--- src/rtl/valid_ready_round_robin_arbiter.sv ---
// rtl/valid_ready_round_robin_arbiter.sv - round-robin valid-ready arbiter with registered output stage; VALID_READY_ARBITER_PACKET_LOCK_EN enables packet locking
module valid_ready_round_robin_arbiter #(
    parameter int WIDTH         = 8,
    parameter int CHANNELS      = 4,
    parameter int CHANNEL_WIDTH = $clog2(CHANNELS)
) (
    input  logic                         clock,
    input  logic                         reset,
    input  logic [CHANNELS*WIDTH-1:0]    input_data,
    input  logic [CHANNELS-1:0]          input_last,
    input  logic [CHANNELS-1:0]          input_valid,
    output logic [CHANNELS-1:0]          input_ready,
    output logic [WIDTH-1:0]             output_data,
    output logic                         output_last,
    output logic [CHANNEL_WIDTH-1:0]     output_channel,
    output logic                         output_valid,
    input  logic                         output_ready
);

    typedef enum logic {IDLE, LOCKED} state_t;

    state_t                     state;
    logic [CHANNEL_WIDTH-1:0]   owner;
    logic [CHANNEL_WIDTH-1:0]   pointer;
    logic [CHANNEL_WIDTH-1:0]   grant_index;
    logic [CHANNEL_WIDTH-1:0]   next_pointer;
    logic [CHANNELS-1:0]        grant;
    logic                       grant_found;
    logic                       slot_free;
    logic                       accept;
    logic                       advance_pointer;

    // While locked the owner keeps the grant even if it momentarily drops valid.
    always_comb begin : search
        int idx;
        idx         = 0;
        grant_index = '0;
        grant_found = 1'b0;
        if (state == LOCKED) begin
            grant_index = owner;
            grant_found = 1'b1;
        end else begin
            for (int k = 0; k < CHANNELS; k++) begin
                idx = int'(pointer) + k;
                if (idx >= CHANNELS) idx = idx - CHANNELS;
                if (!grant_found && input_valid[CHANNEL_WIDTH'(idx)]) begin
                    grant_found = 1'b1;
                    grant_index = CHANNEL_WIDTH'(idx);
                end
            end
        end
    end

    assign grant        = grant_found ? (CHANNELS'(1) << grant_index) : '0;
    assign slot_free    = ~output_valid | output_ready;
    assign input_ready  = (reset | ~slot_free) ? '0 : grant;
    assign accept       = |(input_valid & input_ready);
    assign next_pointer = (grant_index == CHANNEL_WIDTH'(CHANNELS - 1)) ? '0
                                                                       : grant_index + CHANNEL_WIDTH'(1);

`ifdef VALID_READY_ARBITER_PACKET_LOCK_EN
    // Pointer moves only when a packet completes, so the next packet rotates.
    assign advance_pointer = accept & input_last[grant_index];
`else
    assign advance_pointer = accept;
`endif

    always_ff @(posedge clock) begin
        if (reset) begin
            output_valid   <= 1'b0;
            output_data    <= '0;
            output_last    <= 1'b0;
            output_channel <= '0;
            pointer        <= '0;
            state          <= IDLE;
            owner          <= '0;
        end else begin
            if (accept) begin
                output_valid   <= 1'b1;
                output_data    <= input_data[grant_index*WIDTH +: WIDTH];
                output_last    <= input_last[grant_index];
                output_channel <= grant_index;
            end else if (output_ready) begin
                output_valid   <= 1'b0;
            end

            if (advance_pointer) pointer <= next_pointer;

`ifdef VALID_READY_ARBITER_PACKET_LOCK_EN
            if (accept) begin
                if (state == IDLE && !input_last[grant_index]) begin
                    state <= LOCKED;
                    owner <= grant_index;
                end else if (state == LOCKED && input_last[grant_index]) begin
                    state <= IDLE;
                end
            end
`else
            state <= IDLE;
            owner <= '0;
`endif
        end
    end

endmodule

--- config.mk ---
export PLATFORM = sky130hd
export DESIGN_NAME = valid_ready_round_robin_arbiter
export DESIGN_NICKNAME = d
export VERILOG_FILES = /design/src/rtl/valid_ready_round_robin_arbiter.sv
export SDC_FILE = /design/constraint.sdc
export NUM_CORES = 1
export LEC_CHECK = 0
export CAP_MARGIN = 10
export CORE_MARGIN = 10
export CORE_UTILIZATION = 41
export DETAILED_ROUTE_END_ITERATION = 7
export GPL_TIMING_DRIVEN = 0
export HOLD_SLACK_MARGIN = 0.12
export PLACE_DENSITY = 0.95
export SYNTH_ARGS = -nofsm -noshare
export SYNTH_HDL_FRONTEND = slang
export SYNTH_SLANG_ARGS = --single-unit
--- constraint.sdc ---
create_clock -name clock -period 3.65 [get_ports clock]
set_input_delay 0.73 -clock clock [delete_from_list [all_inputs] [get_ports clock]]
set_output_delay 0.73 -clock clock [all_outputs]
set_load 0.05 [all_outputs]
== Yosys cells after proc, flatten, opt, wreduce, memory -nomap -nowiden ==
Cells that the tools add are included.
Word-level totals
  input bits: 43
  word-level logic and storage cells: 69
  register bits after elaboration: 14
  output and inout port bits: 16
Cells by class
  multiplexer cells: 31
  shifts and indexed selects: 2
  bitwise operators: 5
  $add $sub $neg: 8
  magnitude comparators: 9
  eq/ne operators: 1
  reductions and logical operators: 8
Operator list (count)
  $shiftx 32x6->8: 1
  $mux 2: 9
  $lt 2x4->1 const B: 4
  $mux 1: 15
  $bmux 1 s2: 5
  $ge 3x3->1 const B: 3
  $mux 4: 2
  $sub 2x1->2 const B: 4
  $add 2x2->3 const B: 2
  $and 4x4->4: 1
  $reduce_or 4->1: 1
  $shl 1x2->4 const A: 1
  $add 2x1->3 const B: 1
  $ge 2x3->1 const B: 1
  $logic_and 1x1->1: 3
  $logic_not 1->1: 3
  $lt 2x3->1 const B: 1
  $add 2x1->2 const B: 1
  $eq 2x2->1 const B: 1
  $not 1->1: 2
  $or 1x1->1: 2
  $reduce_bool 2->1: 1

== Logic depth before layout (Yosys ltp) ==
Gate-level depths: netlist of the first run.
  word-level depth: 21
  mapped depth: 11
  gate-level depth less buffers: 9

== Worst setup path before layout of the first run ==
OpenSTA, ideal clock, no wires.
  path kind: input to output
  from: input input_valid[2]
  to: output input_ready[1]
  data arrival time: 2.986 ns
  setup slack: -0.066 ns
  path buffers: 1
  cell stages on the path: 6
  required time: 2.920 ns
  path through: nor2b_4 > and2b_1 > nor3_2 > inv_1 > buf_2 > nor4_1
On the way
  word-level cells in the longest chain between the ends: 16
  elaborated cells on any way between the ends: 29
  classes of those cells: shift (1); mux (22); reduce/logical (6)
RTL lines
  start, declared: line 11  | input logic [CHANNELS-1:0] input_valid,
  $bmux 1 s2: line 46  | if (!grant_found && input_valid[CHANNEL_WIDTH'(idx)]) begin
  $mux 1 (not written as such) (2 in a row): line 46
  $mux 1: line 46
  $logic_not 1->1: line 46
  $logic_and 1x1->1: line 46
  $mux 1: line 46
  $logic_not 1->1: line 46
  $logic_and 1x1->1: line 46
  $mux 1: line 46
  $logic_not 1->1: line 46
  $logic_and 1x1->1: line 46
  $mux 2: line 46
  $shl 1x2->4: line 54  | assign grant = grant_found ? (CHANNELS'(1) << grant_index) : '0;
  $mux 4 *: line 54
  $mux 4 *: line 56  | assign input_ready = (reset | ~slot_free) ? '0 : grant;
  end, declared: line 12  | output logic [CHANNELS-1:0] input_ready,
Mark *: on every way between the ends. The rest lies on a longest branch, timed or not. The select of a mux whose other input is x is not followed.

== Worst setup path in the final report of the first run ==
  from: input input_valid[1]
  to: output input_ready[3]
Same word-level chain as after synthesis.

==> out/results.tsv, run 1 <==
stage	metric	value	unit
run_status	outcome	completed	
place	placer congestion estimate	0.789	
route	DR iter-0 viols	121	
die	die area	4920	sq um
clock_network	CTS Buffer Depth	2	
clock_network	CTS sink count	14	
grt	vias in the first global route	1257	
yosys	post-synthesis async set-or-reset flop share	0	%
timing	Worst Tran Pin Value	0.662	ns
worst_setup_path	Worst Path Class, Setup	in2out	
route	WL/cell	18.9	microns
die	CORE AREA	2430	sq um
place	I/O Buffers	58	
timing	clk_skew	0.00172	ns
yosys	Mapped Avg Cell Area	8.95	sq um
die	die height	70.1	microns
pwr	sw frac	43.7	%
yosys	cell area after synthesis	1030	sq um
yosys	synth warn	0	
timing	Hold Slack	0.472	ns
pwr	sequential power share	28.3	%
pwr	power per cell area	419	nW/um^2
yosys	Main synth FF type	dfxtp_1	
clock_network	clk_lat worst skew	0.28	ns
worst_setup_path	critical path arrival	2.82	ns
die	Starting Density	42.3	%
cells_and_area	commonest non-fill, non-tap cell in the layout	clkdlybuf4s50_1	
worst_setup_path	Slowest cell on crit path	clkdlybuf4s50_1	
grt	most used routing layer	met2	
cells_and_area	area grow syn2layout	64.0	%
grt	met3 global-route usage	3.53	%
die	# IOs	59	
yosys	Seq cells post-synth	14	
pwr	combinational power share	55.1	%
timing	Tmin final	3.55	ns
timing	RSZ-0062 raised after global routing	no	
grt	initial antenna violation count	0	
clock_network	CTS tree	yes	
timing	Final Hold Fails	0	
timing	period utilisation layout	97.2	%
yosys	post-synthesis cell count	115	
grt	GRT Resource Usage Total	15.1	%
die	row cnt	18	
yosys	Post-synth EDFFs	0	
route	detailed-route vias per instance	5.69	
pwr	internal power	0.399	mW
clock_network	CTS clk-pin slew, worst paths	0.10	ns
cells_and_area	Final #Nets	223	
grt	largest net degree at the start of global routing	12	
route	Residual DRC	0	
place	Post-Place Setup Slack	-0.442	ns
clock_network	Root Driver	clkbuf_4	
yosys	Post-Syn Nets	160	
place	Area after DPL	1650	sq um
die	Die X	70.1	microns
worst_setup_path	CP max FO	10	
clock_network	CTS buffer count	3	
cells_and_area	Ant. Diodes	0	
grt	met1 GRT Util	16.4	%
timing	final setup fails	0	
worst_hold_path	Hold Crit Class	reg2reg	
clock_network	htree depth	1	
worst_setup_path	Worst Setup End Kind	output pin	
worst_setup_path	CP bufs+invs	3	
yosys	Seq/Total Area, Yosys	27.2	%
timing	Slew Limit Headroom	55.8	%
route	Post-DRT Antenna Nets	0	
worst_setup_path	critical path required time	2.92	ns
worst_setup_path	delay-heaviest family, CP	buffers and inverters	
worst_setup_path	crit-path cells	clkdlybuf4s50_1 > nor2b_4 > and2b_1 > nor3_2 > buf_2 > ha_1 > and2_1 > clkdlybuf4s18_2	
cells_and_area	most frequent cells in the layout	clkdlybuf4s50_1 (53), a211oi_1 (19), dfxtp_1 (14)	
timing	Setup WS post-layout	0.104	ns
pwr	Leak	0.621	nW
cells_and_area	share of cells above drive strength 1	14.7	%
place	post-detail-place hpwl	3120	microns
grt	first-pass GRT wire length	6220	microns
pwr	Worst VDD drop	272	uV
grt	total gr overflow	0	
worst_setup_path	CP startpoint kind	primary input	
pwr	Switching Power	0.310	mW
route	DR vias	1178	
cells_and_area	final instance area	1690	sq um
job	Max-cap violations	0	
timing	Max Freq	0.282	GHz
grt	met2 GRT Util	27.6	%
route	first-pass iteration count of the detailed router	4	
timing	final slew viol count	0	
pwr	Clock power frac	16.7	%
yosys	distinct cell type count after synthesis	31	
worst_setup_path	Worst path max stage delay	0.60	ns
pwr	Total Power	0.709	mW
route	final wirelength	3920	microns
-- per-stage QoR --
step | utilization, % | TNS [ns] | std cells
2_1_floorplan | - | 0 | 115
3_3_place_gp | 68.0 | -1.14 | 203
3_5_place_dp | 68.0 | -1.36 | 203
4_1_cts | 69.7 | 0 | 207
5_1_grt | 69.4 | 0 | 207
6_report | 69.4 | 0 | 207
-- what timing repair did --
action                                 4_1_cts  5_1_grt
buffers inserted                             0        0
endpoints found under the hold margin        0        0
setup endpoints to repair                    4        4
gates resized for setup                     12        7
hold buffers                                 0        0
-- power by group through the flow --
| stage | clock [mW] | sequential, mW | combinational, mW |
|---|---|---|---|
| 2_1_floorplan | 0 | 0.289 | 0.155 |
| 3_3_place_gp | 0 | 0.200 | 0.379 |
| 3_5_place_dp | 0 | 0.203 | 0.389 |
| 4_1_cts | 0.116 | 0.200 | 0.391 |
| 5_1_grt | 0.124 | 0.204 | 0.412 |
| 6_report | 0.118 | 0.200 | 0.390 |
-- synth_stat cells (2+ instances only) --
cell type  number  share of area [%]
buf_6           2                2.2
dfxtp_1        14                 27
nor4_1          2                1.2
o31ai_1         9                6.6
a21boi_0       13                9.5
a211oi_1       19                 14
nor2b_1         2                1.2
mux2i_1         3                2.9
buf_2           4                1.9
nor3_2          2                1.9
nand3b_1        9                6.6
ha_1            2                2.4
a21boi_1        5                3.6
inv_1           2               0.73
and2_1          2                1.2
nand2_1         2               0.73
a21oi_1         2               0.97
clkbuf_1        2               0.73
nor2_1          7                2.6
-- worst paths after layout --
check                           slack, ns  cells past startpoint           endpoint              start
worst max register to register       0.97                     11     output_data[4]         pointer[1]
worst min-delay path                 0.47                      2  output_channel[1]  output_channel[1]
worst min register to register       0.47                      2  output_channel[1]  output_channel[1]
worst max-delay path                 0.10                      8     input_ready[3]     input_valid[1]
-- kinds of logic (layout without fill, tap and decap cells) --
group / after synthesis / count (layout) / synth area share (%)
AND/OR/NAND/NOR: 31 / 31 / 19.4
buffers and inverters: 11 / 73 / 6.32
flip-flops: 14 / 14 / 27.2
adder cells (fa/ha/maj): 2 / 2 / 2.43
AO/OA/AOI/OAI: 54 / 54 / 41.7
multiplexers: 3 / 3 / 2.92
-- final cells by class --
class,instances,area [sq um]
flip-flops and latches,14,280
well taps,30,37.5
fillers,190,743
repair buffers,58,574
plain buffers,9,60.1
clock buffers,4,36.3
inverters,2,7.51
multi-input cells,90,693
-- routing by layer --
layer	wire, microns	share of wire, %	vias to the layer above
met4	35	0.89	0
met2	2080	53	44
met5	0	0	-
li1	-	-	569
met3	251	6.4	2
met1	1550	39	563
-- flip-flops by register name (all words and copies together), names as in the netlist --
register        count
output_channel      2
output_data         8
output_last         1
output_valid        1
pointer             2
-- tightest hold or removal path: stages, from the launching register on --
cell and delay, ns:
dfxtp_1 0.32, nand2_1 0.05, a21oi_1 0.06
Power figures use the tool's default switching activity.
==> inputs of run 2 (changes only) <==
--- a/config.mk
+++ b/config.mk
@@ -7,11 +7,11 @@
 export LEC_CHECK = 0
 export CAP_MARGIN = 10
 export CORE_MARGIN = 10
-export CORE_UTILIZATION = 41
+export CORE_UTILIZATION = 38
 export DETAILED_ROUTE_END_ITERATION = 7
 export GPL_TIMING_DRIVEN = 0
 export HOLD_SLACK_MARGIN = 0.12
-export PLACE_DENSITY = 0.95
+export PLACE_DENSITY = 0.89
 export SYNTH_ARGS = -nofsm -noshare
 export SYNTH_HDL_FRONTEND = slang
 export SYNTH_SLANG_ARGS = --single-unit
==> constraint.sdc (replaced) <==
create_clock -name clock -period 3.31 [get_ports clock]
set_input_delay 0.662 -clock clock [delete_from_list [all_inputs] [get_ports clock]]
set_output_delay 0.662 -clock clock [all_outputs]
set_load 0.05 [all_outputs]
==> run 2 against run 1 <==
  * Sequential share of layout area fell by 0.11 points
  * Register-to-register slack worse by 0.36 ns
  * Count of clock-buffer cells in the layout is the same
  * Clock power rose by 11%
  * Via count up 1.5%
  * Sequential power rose by 10%
  * Global-route usage decreased by 0.63 points
  * Cell area grew 0.67%
  * Critical path depth unchanged
  * Largest cell class unchanged
  * Largest power group unchanged
==> out/results.tsv, run 2 (synthesized netlist as in run 1, its figures left out) <==
stage	metric	value	unit	change
run_status	outcome	completed		
cells_and_area	final instance area	1700	sq um	+0.67%
route	WL/cell	18.1	microns	-4.4%
cells_and_area	most frequent cells in the layout	clkdlybuf4s50_1 (52), a211oi_1 (19), dfxtp_1 (14)		
die	Die X	72.1	microns	+2.8%
timing	RSZ-0062 raised after global routing	no		
grt	initial antenna violation count	0		unchanged
die	Starting Density	40.8	%	-1.5 points
place	Area after DPL	1650	sq um	unchanged
timing	Max Freq	0.314	GHz	
timing	Tmin final	3.18	ns	
cells_and_area	Fillers	221		+16%
worst_setup_path	reg-to-reg slack, setup	0.61	ns	-0.36 ns
place	Post-Place Setup Slack	-0.707	ns	-0.265 ns
die	# IOs	59		unchanged
pwr	sw frac	43.7	%	about the same
pwr	internal power	0.442	mW	+11%
clock_network	htree depth	1		unchanged
place	total placed cells including tap cells	203		unchanged
worst_setup_path	Slowest cell on crit path	clkdlybuf4s50_1		
place	placer congestion estimate	0.856		+8.6%
cells_and_area	biggest regs	output_data x8, output_channel x2, pointer x2		
die	die height	72.1	microns	+2.8%
pwr	Worst VDD drop	304	uV	+12%
clock_network	CTS Hold Bufs	0		unchanged
worst_setup_path	CP max FO	11		+1
worst_setup_path	critical path required time	2.65	ns	-0.27 ns
worst_hold_path	Hold Crit Class	reg2reg		
worst_setup_path	Worst Path Class, Setup	in2out		
pwr	Total Power	0.786	mW	+11%
clock_network	CTS Buffer Depth	2		unchanged
cells_and_area	Finished Core Util	67.4	%	-2.0 points
timing	final setup fails	0		unchanged
cells_and_area	Register Area	280	sq um	unchanged
route	Residual DRC	0		unchanged
die	CORE AREA	2520	sq um	+3.7%
timing	Final Hold Fails	0		unchanged
pwr	Clock power frac	16.7	%	about the same
grt	GRT Resource Usage Total	14.5	%	-0.63 points
grt	largest net degree at the start of global routing	12		unchanged
cells_and_area	Largest register FFs	8		unchanged
clock_network	clk_lat worst skew	0.29	ns	about the same
pwr	Switching Power	0.344	mW	+11%
worst_setup_path	Worst Setup End Kind	output pin		
clock_network	post-CTS setup buffers	0		unchanged
route	detailed-route vias per instance	5.78		+1.5%
pwr	combinational power share	55.1	%	about the same
die	die area	5190	sq um	+5.6%
grt	first-pass GRT wire length	6090	microns	-2.1%
place	post-detail-place hpwl	3040	microns	-2.5%
cells_and_area	Multi-input gate area	709	sq um	+2.3%
grt	total gr overflow	0		unchanged
worst_setup_path	CP startpoint kind	primary input		
timing	Slew Limit Headroom	63.5	%	+7.7 points
die	row cnt	18		unchanged
cells_and_area	share of cells above drive strength 1	14.7	%	unchanged
pwr	sequential power share	28.2	%	about the same
cells_and_area	Final #Nets	223		unchanged
timing	clk_skew	0.00370	ns	+0.00198 ns
cells_and_area	commonest non-fill, non-tap cell in the layout	clkdlybuf4s50_1		
cells_and_area	Largest Register	output_data		
timing	period utilisation layout	96.2	%	
clock_network	CTS clk-pin slew, worst paths	0.10	ns	about the same
place	I/O Buffers	58		unchanged
clock_network	CTS tree	yes		
timing	Worst Tran Pin Value	0.546	ns	-0.116 ns
cells_and_area	post-route insts no fill	207		unchanged
worst_setup_path	crit-path cells	clkdlybuf4s50_1 > nand2_2 > a221oi_4 > nor2_4 > buf_4 > ha_1 > and2_1 > buf_4		
cells_and_area	Ant. Diodes	0		unchanged
route	DR vias	1196		+1.5%
timing	Setup WS post-layout	0.126	ns	+0.0228 ns
timing	final slew viol count	0		unchanged
worst_setup_path	Worst path max stage delay	0.54	ns	-0.06 ns
timing	Setup TNS	0	ns	unchanged
pwr	Leak	0.623	nW	+0.26%
route	final wirelength	3750	microns	-4.4%
route	first-pass iteration count of the detailed router	4		unchanged
timing	Hold Slack	0.463	ns	-0.00864 ns
cells_and_area	area grow syn2layout	65.1	%	
route	DR iter-0 viols	43		-64%
route	Post-DRT Antenna Nets	0		unchanged
clock_network	Root Driver	clkbuf_4		
clock_network	CTS buffer count	3		unchanged
job	Max-cap violations	0		unchanged
pwr	power per cell area	462	nW/um^2	+10%
clock_network	CTS sink count	14		unchanged
worst_setup_path	cell repeated most along the worst path	buf_4		
grt	vias in the first global route	1272		+1.2%
worst_setup_path	critical path arrival	2.52	ns	-0.30 ns
-- run 2: changes by cell type in the layout (fill, tap and decap cells not counted), sizes merged --
cell,previous run,this run
dlymetal6s2s,1,0
buf,8,9
clkdlybuf4s18,1,0
clkdlybuf4s50,53,52
dlygate4sd2,0,2
-- run 2: final cells by class --
cell class	count	area share, %
Multi-Input combinational cell	90	41.7
Inverter	2	0.442
Clock buffer	4	2.13
Sequential cell	14	16.5
Tap cell	30	2.21
Buffer	9	3.68
Timing Repair Buffer	58	33.3
-- run 2: path summary, 6_finish.rpt --
kind	cells after the start	to	start
max	8	input_ready[2]	input_valid[0]
min	2	output_channel[1]	output_channel[1]
max reg2reg	11	output_data[0]	pointer[1]
min reg2reg	2	output_channel[1]	output_channel[1]
-- run 2: layer usage --
| layer | global-route usage, % | share of wire (%) |
|---|---|---|
| met1 | 15.4 | 39 |
| met2 | 24.0 | 48 |
| met3 | 6.80 | 11 |
| met4 | 6.24 | 2.3 |
| met5 | 0 | 0 |
-- run 2: worst max-delay path, delay by kind of cell --
kind	cells	cell delay, ns
AND/OR/NAND/NOR	3	0.36
adder cells (fa/ha/maj)	1	0.21
buffers and inverters	3	0.92
AO/OA/AOI/OAI	1	0.36
-- run 2: power by group through the flow --
stage	Combinational [mW]	Sequential, mW	Clock [mW]
6_report	0.433	0.221	0.131
4_1_cts	0.427	0.221	0.128
3_5_place_dp	0.428	0.224	0
5_1_grt	0.463	0.225	0.134
2_1_floorplan	0.171	0.318	0
3_3_place_gp	0.418	0.224	0
-- run 2: what timing repair did --
item,in CTS,in global routing
pin swaps,0,1
setup endpoints to repair,4,2
resized for setup,21,7
